--- config.mk ---
export PLATFORM = sky130hd
export DESIGN_NAME = countdown_timer
export DESIGN_NICKNAME = d
export VERILOG_FILES = /design/src/rtl/countdown_timer.sv
export SDC_FILE = /design/constraint.sdc
export NUM_CORES = 1
export LEC_CHECK = 0
export CORE_ASPECT_RATIO = 1.25
export CORE_MARGIN = 8
export CORE_UTILIZATION = 25
export CTS_BUF_LIST = sky130_fd_sc_hd__clkbuf_2
export DETAILED_ROUTE_END_ITERATION = 16
export HOLD_SLACK_MARGIN = 0.15
export PLACE_DENSITY = 0.48
export RECOVER_POWER = 50
export SLEW_MARGIN = 20
export SYNTH_ARGS = -nofsm -noshare
export SYNTH_HDL_FRONTEND = slang
export SYNTH_SLANG_ARGS = --single-unit
--- constraint.sdc ---
create_clock -name clock_i -period 1.9 [get_ports clock_i]
set_input_delay 0.38 -clock clock_i [delete_from_list [all_inputs] [get_ports clock_i]]
set_output_delay 0.38 -clock clock_i [all_outputs]
set_load 0.02 [all_outputs]
--- src/rtl/countdown_timer.sv ---
// countdown_timer: loadable down-counter with a valid/ready load port.
// A loaded start value N counts down to zero. On reaching zero the block emits
// a one-cycle done pulse. In auto-reload mode it restarts from the last loaded
// value instead of stopping.
//
// Handshake: a load transfers on a rising edge where load_valid_i and
// load_ready_o are both high. load_ready_o depends only on the state, never on
// load_valid_i. A requester that raises valid keeps it raised, with a stable
// value, until the transfer happens. A value of 0 is a zero-length timer: it
// pulses done and stays idle.
module countdown_timer #(
  parameter int nb_bits = 4
) (
  input  logic               clock_i,
  input  logic               reset_i,
  input  logic               load_valid_i,
  input  logic [nb_bits-1:0] load_value_i,
  output logic               load_ready_o,
  input  logic               enable_i,
  input  logic               reload_i,
  input  logic               abort_i,
  output logic [nb_bits-1:0] count_o,
  output logic               busy_o,
  output logic               done_o
);

  typedef enum logic {
    IDLE = 1'b0,
    RUN  = 1'b1
  } state_t;

  localparam logic [nb_bits-1:0] ZERO = '0;
  localparam logic [nb_bits-1:0] ONE  = nb_bits'(1);

  state_t             r_state;
  state_t             w_state_next;
  logic [nb_bits-1:0] r_count;
  logic [nb_bits-1:0] w_count_next;
  logic [nb_bits-1:0] r_reload;
  logic [nb_bits-1:0] w_reload_next;
  logic               r_done;
  logic               w_done_next;
  logic               w_load_fire;

  assign load_ready_o = (r_state == IDLE);
  assign w_load_fire  = load_valid_i & load_ready_o;

  // State, count, reload value and done pulse register; reset clears all.
  always_ff @(posedge clock_i) begin
    if (reset_i) begin
      r_state  <= IDLE;
      r_count  <= ZERO;
      r_reload <= ZERO;
      r_done   <= 1'b0;
    end else begin
      r_state  <= w_state_next;
      r_count  <= w_count_next;
      r_reload <= w_reload_next;
      r_done   <= w_done_next;
    end
  end

  // Next-state logic. In RUN the order of precedence is abort, then pause,
  // then decrement, then terminal count.
  always_comb begin
    w_state_next  = r_state;
    w_count_next  = r_count;
    w_reload_next = r_reload;
    w_done_next   = 1'b0;
    case (r_state)
      IDLE: begin
        if (w_load_fire) begin
          if (load_value_i != ZERO) begin
            w_count_next  = load_value_i;
            w_reload_next = load_value_i;
            w_state_next  = RUN;
          end else begin
            w_done_next = 1'b1;
          end
        end
      end
      RUN: begin
        if (abort_i) begin
          // Abort wins over a coincident terminal count, so no done pulse.
          w_count_next = ZERO;
          w_state_next = IDLE;
        end else if (enable_i) begin
          if (r_count > ONE) begin
            w_count_next = r_count - ONE;
          end else begin
            // Terminal count. RUN never holds 0, so this is count == 1.
            w_done_next = 1'b1;
            if (reload_i) begin
              w_count_next = r_reload;
            end else begin
              w_count_next = ZERO;
              w_state_next = IDLE;
            end
          end
        end
      end
      default: begin
        w_state_next = IDLE;
        w_count_next = ZERO;
      end
    endcase
  end

  assign count_o = r_count;
  assign busy_o  = (r_state == RUN);
  assign done_o  = r_done;

endmodule

### Word level (Yosys, flattened, before mapping)

Cells that the tools add are included.

* memories: 0
* bits in writable memories: 0
* logic and storage cells: 34
* bits in read-only memories: 0
* bits in registers: 10
* latch bits: 0

* $lt $le $gt $ge: 1
* $add $sub $neg: 1
* bitwise logic cells: 2
* reduce and logical (&&, ||, !) cells: 3
* multiplexer cells: 20
* div/mod/pow operators: 0
* shift-type cells: 0
* equal/unequal tests: 3
* multipliers: 0

Operators by type and width (count)
* two-way mux 4 bit: 6
* two-way mux 1 bit: 11
* one-hot mux 4 bit (2 select lines): 1
* AND reduction 3 bit: 2
* > comparator 4 x 1 -> 1 bit, second input constant: 1
* inequality test 2 x 1 -> 1 bit, second input constant: 2
* one-hot mux 1 bit (2 select lines): 2
* nonzero test 4 bit: 1
* subtractor 4 x 1 -> 4 bit, second input constant: 1
* inequality test 3 bit, second input constant: 1
* bitwise AND 1 bit: 1
* NOT 1 bit: 1

### Depth between registers and ports, before layout

Gate-level depths: netlist of the first run.

* word-level depth: 5
* gate-level depth with buffers: 6

### Least setup slack after synthesis of the first run

No wires, ideal clock.

* path kind: reg2reg
* start: register r_count[0] (netlist: count_o[0])
* end: register r_count[1] (netlist: count_o[1])
* path slack: 0.322 ns
* library setup time: 0.139 ns
* required time: 1.761 ns
* cell stages (with the launch flop): 7
* arrival: 1.438 ns
* cells stage by stage: dfxtp_1 -> inv_1 -> ha_1 -> o21ba_2 -> and4_1 -> o21ai_0 -> a221oi_1

* word-level cells in the longest chain between the ends: 5
* elaborated cells on any way between the ends: 6

Ends and longest elaborated chain
* from (decl): RTL line 37 `logic [nb_bits-1:0] r_count;`
* from (signal assigned): RTL line 57 `r_count <= w_count_next;`
* subtractor 4 x 1 -> 4 bit or > comparator 4 x 1 -> 1 bit (tied branches): RTL line 89, 88
* two-way mux 4 bit (*): RTL line 88 `if (r_count > ONE) begin`
* two-way mux 4 bit (*): RTL line 87 `end else if (enable_i) begin`
* two-way mux 4 bit (*): RTL line 83 `if (abort_i) begin`
* one-hot mux 4 bit (2 select lines) (*): RTL line 70 `case (r_state)`

Every way passes the cells marked *; elsewhere a longest branch is shown, timed or not. The select of a mux whose other input is x is not followed.
A chain may end at the register's enable or synchronous reset.

### Worst setup path after layout of the first run

* start: register r_state (netlist: busy_o)
* end: output port load_ready_o

* word-level cells in the longest chain between the ends: 1

Ends and longest elaborated chain
* from (decl): RTL line 35 `state_t r_state;`
* from (signal assigned): RTL line 56 `r_state <= w_state_next;`
* NOT 1 bit
* to (decl): RTL line 18 `output logic load_ready_o,`

No other way between the ends.

==> results of run 1 <==
-- final cells by class --
type	instances	area [um^2]	area share
timing repair buffer	24	220.2	0.2675
clock inverter	1	3.754	0.004559
sequential	10	200.2	0.2432
clock buffer	3	15.01	0.01824
multi-input combinational	51	326.6	0.3967
inverter	5	18.77	0.02280
tap	31	38.79	0.04711
-- registers in the layout (all words and copies together) (netlist names) --
signal	cells
r_reload	4
busy_o	1
count_o	4
done_o	1
-- logic make-up after synthesis --
kind of cell	after synthesis	share of synthesized area
AO/OA/AOI/OAI	27	0.3416
AND/OR/NAND/NOR	22	0.2067
adder cells (fa/ha/maj)	2	0.04494
flip-flops	10	0.3595
buffers and inverters	7	0.04720
-- per-layer routing --
metal,up-vias,share of wire
li1,307,-
met1,270,0.46
met2,16,0.48
met3,2,0.051
met4,0,0.0087
met5,-,0
-- worst max-delay path: stages, from the launching register on --
cell	delay, ps
dfxtp_1	340
inv_1	180
clkdlybuf4s50_1	650
-- power by group through the flow --
stage | Combinational, mW | Sequential (mW) | Clock, mW
detailed placement | 0.190 | 0.247 | 0
floorplan | 0.0963 | 0.256 | 0
global placement | 0.192 | 0.247 | 0
global route | 0.206 | 0.244 | 0.137
CTS | 0.191 | 0.242 | 0.124
finish | 0.188 | 0.242 | 0.119
-- through the flow --
step / utilization / hold WS (ps)
after floorplan: - / 432.3
after detailed placement: 0.3736 / 444.0
final: 0.3806 / 461.4
after global routing: 0.3806 / 476.4
after global placement: 0.3736 / 445.8
after CTS: 0.3823 / 457.6
-- synth_stat cells (2+ instances only) --
cell,instances,share of area
nor2_1,4,0.027
ha_1,2,0.045
clkbuf_1,2,0.013
nand3_1,2,0.018
nand2_1,9,0.061
o21ai_0,4,0.036
dfxtp_1,10,0.36
and4_1,2,0.031
a22oi_1,2,0.027
a21oi_1,10,0.090
inv_1,5,0.034
a221oi_1,3,0.047
-- path summary, 6_finish.rpt --
check	endpoint	slack [ps]	cells past startpoint
max reg2reg	count_o[1]	290	6
max	load_ready_o	110	2
min reg2reg	r_reload[0]	460	2
min	r_reload[0]	460	2
==> results.tsv, run 1 <==
stage	metric	value	unit
route	drc	0	
finish	n_fill_cell	231	
timing	worstMarginPinSlew	318.1	ps
route	vias_per_cell	4.760	
global_route	gr-usage-met3	0.01855	
finish	layout_commonest_cell	clkdlybuf4s50_1	
worst_setup_path	worstSetupEndpointType	output pin	
finish	fin_nets	107	
logic_synthesis	synth_cells	68	
logic_synthesis	syn_area	556.8	um^2
power	pwr-share-clk	0.217	
cts	cts_root_buf	clkbuf_2	
global_route	grt_pass1_vias	583	
cts	post_cts_buffers	0	
power	pwr_density_cell	667.2	mW/mm^2
global_route	grt_use_met1	0.08714	
route	wl_per_cell	12.00	um
global_route	overflow	0	
finish	final_layout_size_suffix_gt1_frac	0.1596	
finish	num_antenna_cells	0	
worst_hold_path	min_from	r_reload[0]	
worst_setup_path	startpoint_type	flip-flop	
die	initial_core_util	0.2574	
place	dpl_cell_area	808.3	um^2
timing	grt_setup_unrepaired	false	
logic_synthesis	yosysWarningCount	0	
cts	numCtsBuffers	3	
power	seqPwrFrac	0.440	
timing	tns	0	ps
logic_synthesis	ys_ff_latch	10	
cts	path_clk_slew	100	ps
global_route	grt_util_met2	0.1369	
logic_synthesis	synth_fp_nets	80	
die	die_w	58.21	um
die	die_y	68.77	um
route	antenna_left	0	
finish	final_cell_mix	13 x clkdlybuf4s50_1, 10 x a21oi_1, 10 x dfxtp_1	
global_route	top_usage_layer	met2	
die	rows	19	
timing	drv_slew	0	
logic_synthesis	synthFlopType	dfxtp_1	
worst_setup_path	cp_max_fo	7	
global_route	grt_usage	0.08003	
cts	cts_tree	yes	
logic_synthesis	synthArstFlopShare	0	
power	swShare	0.3327	
finish	fin_cells	125	
route	drt_iter0_drc	16	
place	place_congestion	0.7263	
cts	clkSinkCount	10	
finish	final_cell_area	823.3	um^2
worst_setup_path	worst_ep_arrival_time	1410	ps
global_route	grt_max_degree	11	
route	detailedRoute.firstPassIterationCount	4	
logic_synthesis	synth_cell_types	25	
timing	worst_clock_skew	5.090	ps
timing	post-route-period-util	0.9428	
power	power.share.combinational	0.343	
place	numPlacedInstances	121	
worst_setup_path	critPathLaunch	busy_o	
power	max-vdd-ir-drop	0.3354	mV
worst_setup_path	rr_startpoint	count_o[0]	
global_route	grt_antenna_before_repair	0	
power	p_int	366.6	uW
cts	cts_resized	0	
timing	fmax	558.2	MHz
place	pre_cts_ws	-93.82	ps
power	power_switching	182.7	uW
route	drt_wl_total	1500	um
timing	fin_ws	108.7	ps
cts	htreeDepth	1	
place	port_buffers	16	
cts	clockBufferDepth	2	
worst_setup_path	path_class	flip-flop to output pin	
cts	worstSkewPairLatency	250	ps
timing	slew_headroom	0.7872	
place	dp_hpwl	1191	um
route	vias	595	
timing	timing.final.crit_period	1791	ps
cts	hold_buffers	0	
die	coreArea	0.002163	mm^2
logic_synthesis	synth-seq-area-share	0.3596	
logic_synthesis	synth_edf_count	0	
power	finalPower	549.3	uW
die	die-area	0.004003	mm^2
die	boundaryPins	17	
timing	setup_viol	0	
worst_hold_path	hp-class	flip-flop to flip-flop	
timing	finalHoldViolCount	0	
logic_synthesis	syn_area_per_cell	8.188	um^2
flow_run	max-cap-violations	0	
outcome	status	complete, no violations	
power	leakage	0.3130	nW
finish	synthToLayoutAreaGrowth	47.87	%
global_route	grt_pass1_wl	2484	um
worst_setup_path	cp.required	1520	ps
(Power assumes the default switching activity.)
==> inputs of run 2 (changes only) <==
CELL_PAD_IN_SITES_DETAIL_PLACEMENT = 0   (was default)
CELL_PAD_IN_SITES_GLOBAL_PLACEMENT = 1   (was default)
HOLD_SLACK_MARGIN = 0.02   (was 0.15)
PLACE_DENSITY = 0.62   (was 0.48)
==> results.tsv, run 2 (synthesized netlist as in run 1, its figures left out) <==
stage	metric	value	unit	change
outcome	status	complete, no violations		
worst_setup_path	critPathMaxStageDelay	600	ps	-50 ps
power	p_int	363.2	uW	-0.92%
place	pre_cts_ws	-142.8	ps	-48.95 ps
finish	num_antenna_cells	0		unchanged
timing	worstMarginPinSlew	318.5	ps	+0.4168 ps
timing	fmax	546.5	MHz	-2.1%
global_route	grt_usage	0.08625		+0.006223
route	drt_iter0_drc	12		-4
route	detailedRoute.firstPassIterationCount	4		unchanged
timing	timing.final.crit_period	1830	ps	+38.61 ps
finish	final_layout_size_suffix_gt1_frac	0.1613		+0.001716
finish	n_fill_cell	247		+6.9%
worst_setup_path	worstSetupEndpointType	flip-flop		
power	pwr_density_cell	665.9	mW/mm^2	-0.19%
worst_hold_path	hold_end	r_reload[0]		
cts	cts_resized	0		unchanged
timing	drv_slew	0		unchanged
finish	synthToLayoutAreaGrowth	47.19	%	
worst_setup_path	slowest_stage	or4_1		
worst_setup_path	reg2reg_to	count_o[1]		
timing	finalHoldViolCount	0		unchanged
global_route	grt_max_degree	11		unchanged
die	die_y	68.77	um	unchanged
power	power_switching	182.6	uW	about the same
route	antenna_left	0		unchanged
worst_setup_path	crit_chain	clkdlybuf4s50_1, or4_1, a21oi_4, a21oi_1, a221oi_1		
cts	cts_root_buf	clkbuf_2		
worst_setup_path	cp_max_fo	6		-1
route	vias	605		+1.7%
die	die_w	58.21	um	unchanged
power	leakage	0.3137	nW	+0.20%
cts	clkSinkCount	10		unchanged
route	wl_per_cell	12.66	um	+5.5%
worst_setup_path	startpoint_type	input port		
global_route	overflow	0		unchanged
worst_setup_path	rr_startpoint	count_o[0]		
cts	path_clk_slew	100	ps	about the same
power	power.share.combinational	0.344		about the same
power	swShare	0.3345		+0.001845
place	port_buffers	16		unchanged
worst_setup_path	r2r_slack	300	ps	about the same
die	initial_core_util	0.2574		unchanged
worst_hold_path	min_from	r_reload[0]		
power	pwr-share-clk	0.214		-0.003
die	rows	19		unchanged
route	wl_met3	78	um	+1.3%
cts	hold_buffers	0		unchanged
global_route	grt_pass1_vias	594		+1.9%
timing	worst_clock_skew	0.9674	ps	-4.122 ps
finish	final_cell_mix	12 x clkdlybuf4s50_1, 10 x a21oi_1, 10 x dfxtp_1		
timing	grt_setup_unrepaired	false		
die	die-area	0.004003	mm^2	unchanged
route	wl_met1	697	um	+2.0%
power	max-vdd-ir-drop	0.3058	mV	-8.8%
worst_setup_path	worst_ep_arrival_time	1980	ps	+570 ps
die	boundaryPins	17		unchanged
cts	numCtsBuffers	3		unchanged
finish	layout_commonest_cell	clkdlybuf4s50_1		
cts	htreeDepth	1		unchanged
worst_hold_path	hold_depth	2		unchanged
route	met2_length	779	um	+7.3%
global_route	grt_pass1_wl	2594	um	+4.4%
place	dp_hpwl	1274	um	+7.0%
flow_run	max-cap-violations	0		unchanged
route	drc	0		unchanged
route	routed.top_layer	met4		
timing	slew_headroom	0.7869		about the same
place	place_congestion	0.7617		+4.9%
timing	post-route-period-util	0.9631		+0.02032
worst_hold_path	hp-class	flip-flop to flip-flop		
worst_setup_path	cp.required	2050	ps	+530 ps
finish	final_cell_area	819.5	um^2	-0.46%
cts	post_cts_buffers	0		unchanged
timing	setup_viol	0		unchanged
route	vias_per_cell	4.879		+2.5%
place	dpl_cell_area	808.3	um^2	unchanged
power	seqPwrFrac	0.443		+0.003
cts	cts_tree	yes		
die	coreArea	0.002163	mm^2	unchanged
global_route	grt_antenna_before_repair	0		unchanged
cts	worstSkewPairLatency	240	ps	about the same
worst_setup_path	rr_worst_depth	6		unchanged
worst_setup_path	path_class	input port to flip-flop		
timing	fin_ws	70.05	ps	-38.61 ps
cts	clockBufferDepth	2		unchanged
finish	fin_nets	107		unchanged
route	drt_wl_total	1570	um	+4.7%
[run 2: power groups by stage]
| stage | sequential [mW] | combinational (mW) | clock (mW) |
|---|---|---|---|
| 2_1_floorplan | 0.256 | 0.0963 | 0 |
| 3_3_place_gp | 0.247 | 0.192 | 0 |
| 3_5_place_dp | 0.247 | 0.191 | 0 |
| 4_1_cts | 0.242 | 0.192 | 0.122 |
| 5_1_grt | 0.245 | 0.208 | 0.131 |
| 6_report | 0.242 | 0.188 | 0.117 |
[run 2: how the worst max path moves through the flow]
stage / from / end / slack [ps] / cells after the start
global route: load_value_i[0] / count_o[1] / 30 / 5
detailed placement: load_value_i[0] / count_o[1] / -140 / 5
global placement: load_value_i[0] / count_o[1] / -110 / 5
floorplan: count_o[0] / count_o[1] / 320 / 6
finish: load_value_i[0] / count_o[1] / 70 / 5
CTS: busy_o / load_ready_o / 90 / 2
[run 2: layout make-up]
cell class	instances	area [um^2]	share of cell area
flip-flops and latches	10	200.2	0.2443
multi-input cells	51	326.6	0.3985
well taps	31	38.79	0.04733
clock buffers	3	15.01	0.01832
repair buffers	24	220.2	0.2687
inverters	5	18.77	0.02290
[run 2: per-layer routing]
metal / up-vias / track usage
li1: 308 / -
met1: 283 / 0.08946
met2: 12 / 0.1425
met3: 2 / 0.03525
met4: 0 / 0.05828
met5: - / 0
[run 2: worst max-delay path, delay by kind of cell]
kind / cells / cell delay [ps]
AND/OR/NAND/NOR: 1 / 600
AO/OA/AOI/OAI: 3 / 570
buffers and inverters: 1 / 430
[run 2: through the flow]
step	std cells	hold slack [ps]	utilization	TNS, ps	power [mW]
2_1_floorplan	68	432.3	-	0	0.3528
3_3_place_gp	121	458.2	0.3736	-499.9	0.4392
3_5_place_dp	121	451.0	0.3736	-675.7	0.4382
4_1_cts	124	465.8	0.3806	0	0.5568
5_1_grt	124	484.5	0.3788	0	0.5835
6_report	124	465.9	0.3788	0	0.5458
==> inputs of run 3 (changes only) <==
CORE_MARGIN = 4   (was 8)
DONT_BUFFER_PORTS = 1   (was default)
PLACE_DENSITY = 0.48   (was 0.62)
==> results.tsv, run 3 (synthesized netlist as in run 1, its figures left out) <==
stage	metric	value	unit	change
outcome	status	complete, no violations		
global_route	grt_antenna_before_repair	0		unchanged
power	leakage	0.2203	nW	-30%
route	vias_per_cell	5.087		+4.3%
route	drt_wl_total	1467	um	-6.6%
worst_setup_path	critPathLaunch	count_o[0]		
cts	htreeDepth	1		unchanged
cts	path_clk_slew	120	ps	+20 ps
route	drt_iter0_drc	13		+1
finish	seqCellArea	200.2	um^2	unchanged
timing	worst_clock_skew	18.15	ps	+17.18 ps
cts	cts_tree	yes		
finish	fin_nets	87		-19%
die	initial_core_util	0.2717		+0.01430
die	die_y	60.77	um	-12%
cts	clockBufferDepth	2		unchanged
global_route	grt_pass1_wl	2359	um	-9.1%
worst_setup_path	path_class	flip-flop to flip-flop		
die	boundaryPins	17		unchanged
finish	final_cell_mix	10 x a21oi_1, 10 x dfxtp_1, 9 x nand2_1		
worst_hold_path	min_from	reset_i		
route	wl_per_cell	14.11	um	+11%
worst_setup_path	rr_startpoint	count_o[0]		
route	detailedRoute.firstPassIterationCount	5		+1
cts	cts_root_buf	clkbuf_2		
die	rows	18		-1
global_route	overflow	0		unchanged
global_route	grt_max_degree	12		+1
cts	clkSinkCount	10		unchanged
timing	drv_slew	0		unchanged
cts	post_cts_buffers	0		unchanged
timing	worstMarginPinSlew	384.0	ps	+65.52 ps
flow_run	max-cap-violations	0		unchanged
place	numPlacedInstances	100		-17%
worst_setup_path	startpoint_type	flip-flop		
place	port_buffers	0		-16
die	coreArea	0.002049	mm^2	-5.3%
cts	numCtsBuffers	3		unchanged
timing	tns	0	ps	unchanged
worst_setup_path	worst_ep_arrival_time	1710	ps	-270 ps
finish	fin_cells	104		-16%
finish	n_fill_cell	235		-4.9%
place	place_congestion	0.7419		-2.6%
route	drc	0		unchanged
power	pwr_density_cell	799.3	mW/mm^2	+20%
cts	hold_buffers	0		unchanged
timing	timing.final.crit_period	1576	ps	-253.9 ps
place	dp_hpwl	1163	um	-8.7%
finish	multi_input_area	329.1	um^2	+0.77%
timing	grt_setup_unrepaired	false		
global_route	grt_usage	0.1042		+0.01795
worst_setup_path	cp_max_fo	6		unchanged
die	die_w	50.21	um	-14%
timing	setup_viol	0		unchanged
timing	post-route-period-util	0.8295		-0.1336
die	die-area	0.003051	mm^2	-24%
global_route	grt_pass1_vias	503		-15%
route	antenna_left	0		unchanged
finish	synthToLayoutAreaGrowth	12.58	%	
cts	cts_resized	0		unchanged
power	max-vdd-ir-drop	0.2831	mV	-7.4%
route	vias	529		-13%
timing	slew_headroom	0.7436		-0.04325
cts	worstSkewPairLatency	260	ps	+20 ps
finish	final_layout_size_suffix_gt1_frac	0.1216		-0.03967
worst_hold_path	hp-class	input port to flip-flop		
timing	fmax	634.5	MHz	+16%
finish	num_antenna_cells	0		unchanged
worst_setup_path	cp.required	2030	ps	-20 ps
worst_setup_path	worstSetupEndpointType	flip-flop		
timing	finalHoldViolCount	0		unchanged
## run 3: cell types whose count changed in the layout (fill, tap and decap cells not counted), sizes merged
| cell | delta |
|---|---|
| clkdlybuf4s50 | -12 |
| buf | -5 |
| dlygate4sd3 | -4 |
| clkbuf | +1 |
| clkinv | +1 |
## run 3: routing by layer
layer / GRT usage / up-vias / wire (um)
li1: - / 264 / -
met1: 0.1233 / 248 / 656
met2: 0.1604 / 15 / 690
met3: 0.04177 / 2 / 107
met4: 0.05929 / 0 / 13
met5: 0 / - / 0
## run 3: final timing paths
path	endpoint	slack (ps)	cells past startpoint
setup / recovery	count_o[0]	320	6
hold / removal	r_reload[2]	170	1
setup reg to reg	count_o[0]	320	6
hold reg to reg	r_reload[0]	460	2
## run 3: worst max-delay path, stage by stage, from the launching register on
cell and delay [ps]:
dfxtp_1 390, inv_1 80, ha_1 250, o21ba_2 270
and4_1 200, o21ai_0 180, a221oi_1 100
## run 3: area by class of cell
cell class              instances  share of cell area
repair buffers                  4             0.03593
inverters                       5             0.02994
flip-flops and latches         10              0.3194
multi-input cells              51              0.5250
well taps                      30             0.05988
clock inverters                 1            0.005988
clock buffers                   3             0.02395
## run 3: power breakdown
group / switching [mW] / internal, mW
sequential: 0.0199 / 0.226
clock: 0.0782 / 0.0457
combinational: 0.0766 / 0.0549
total: 0.175 / 0.326
## run 3: metrics by stage
stage | worst slack, ps | power [mW] | area, um^2 | utilization | hold slack, ps
final | 324.0 | 0.5010 | 626.9 | 0.3059 | 165.5
after global routing | 128.6 | 0.5291 | 626.9 | 0.3059 | 143.4
after CTS | 313.0 | 0.5105 | 635.6 | 0.3101 | 154.9
after detailed placement | 278.3 | 0.3862 | 616.8 | 0.3010 | 450.6
after global placement | 255.6 | 0.3883 | 616.8 | 0.3010 | 450.8
after floorplan | 322.4 | 0.3528 | 556.8 | - | 432.3
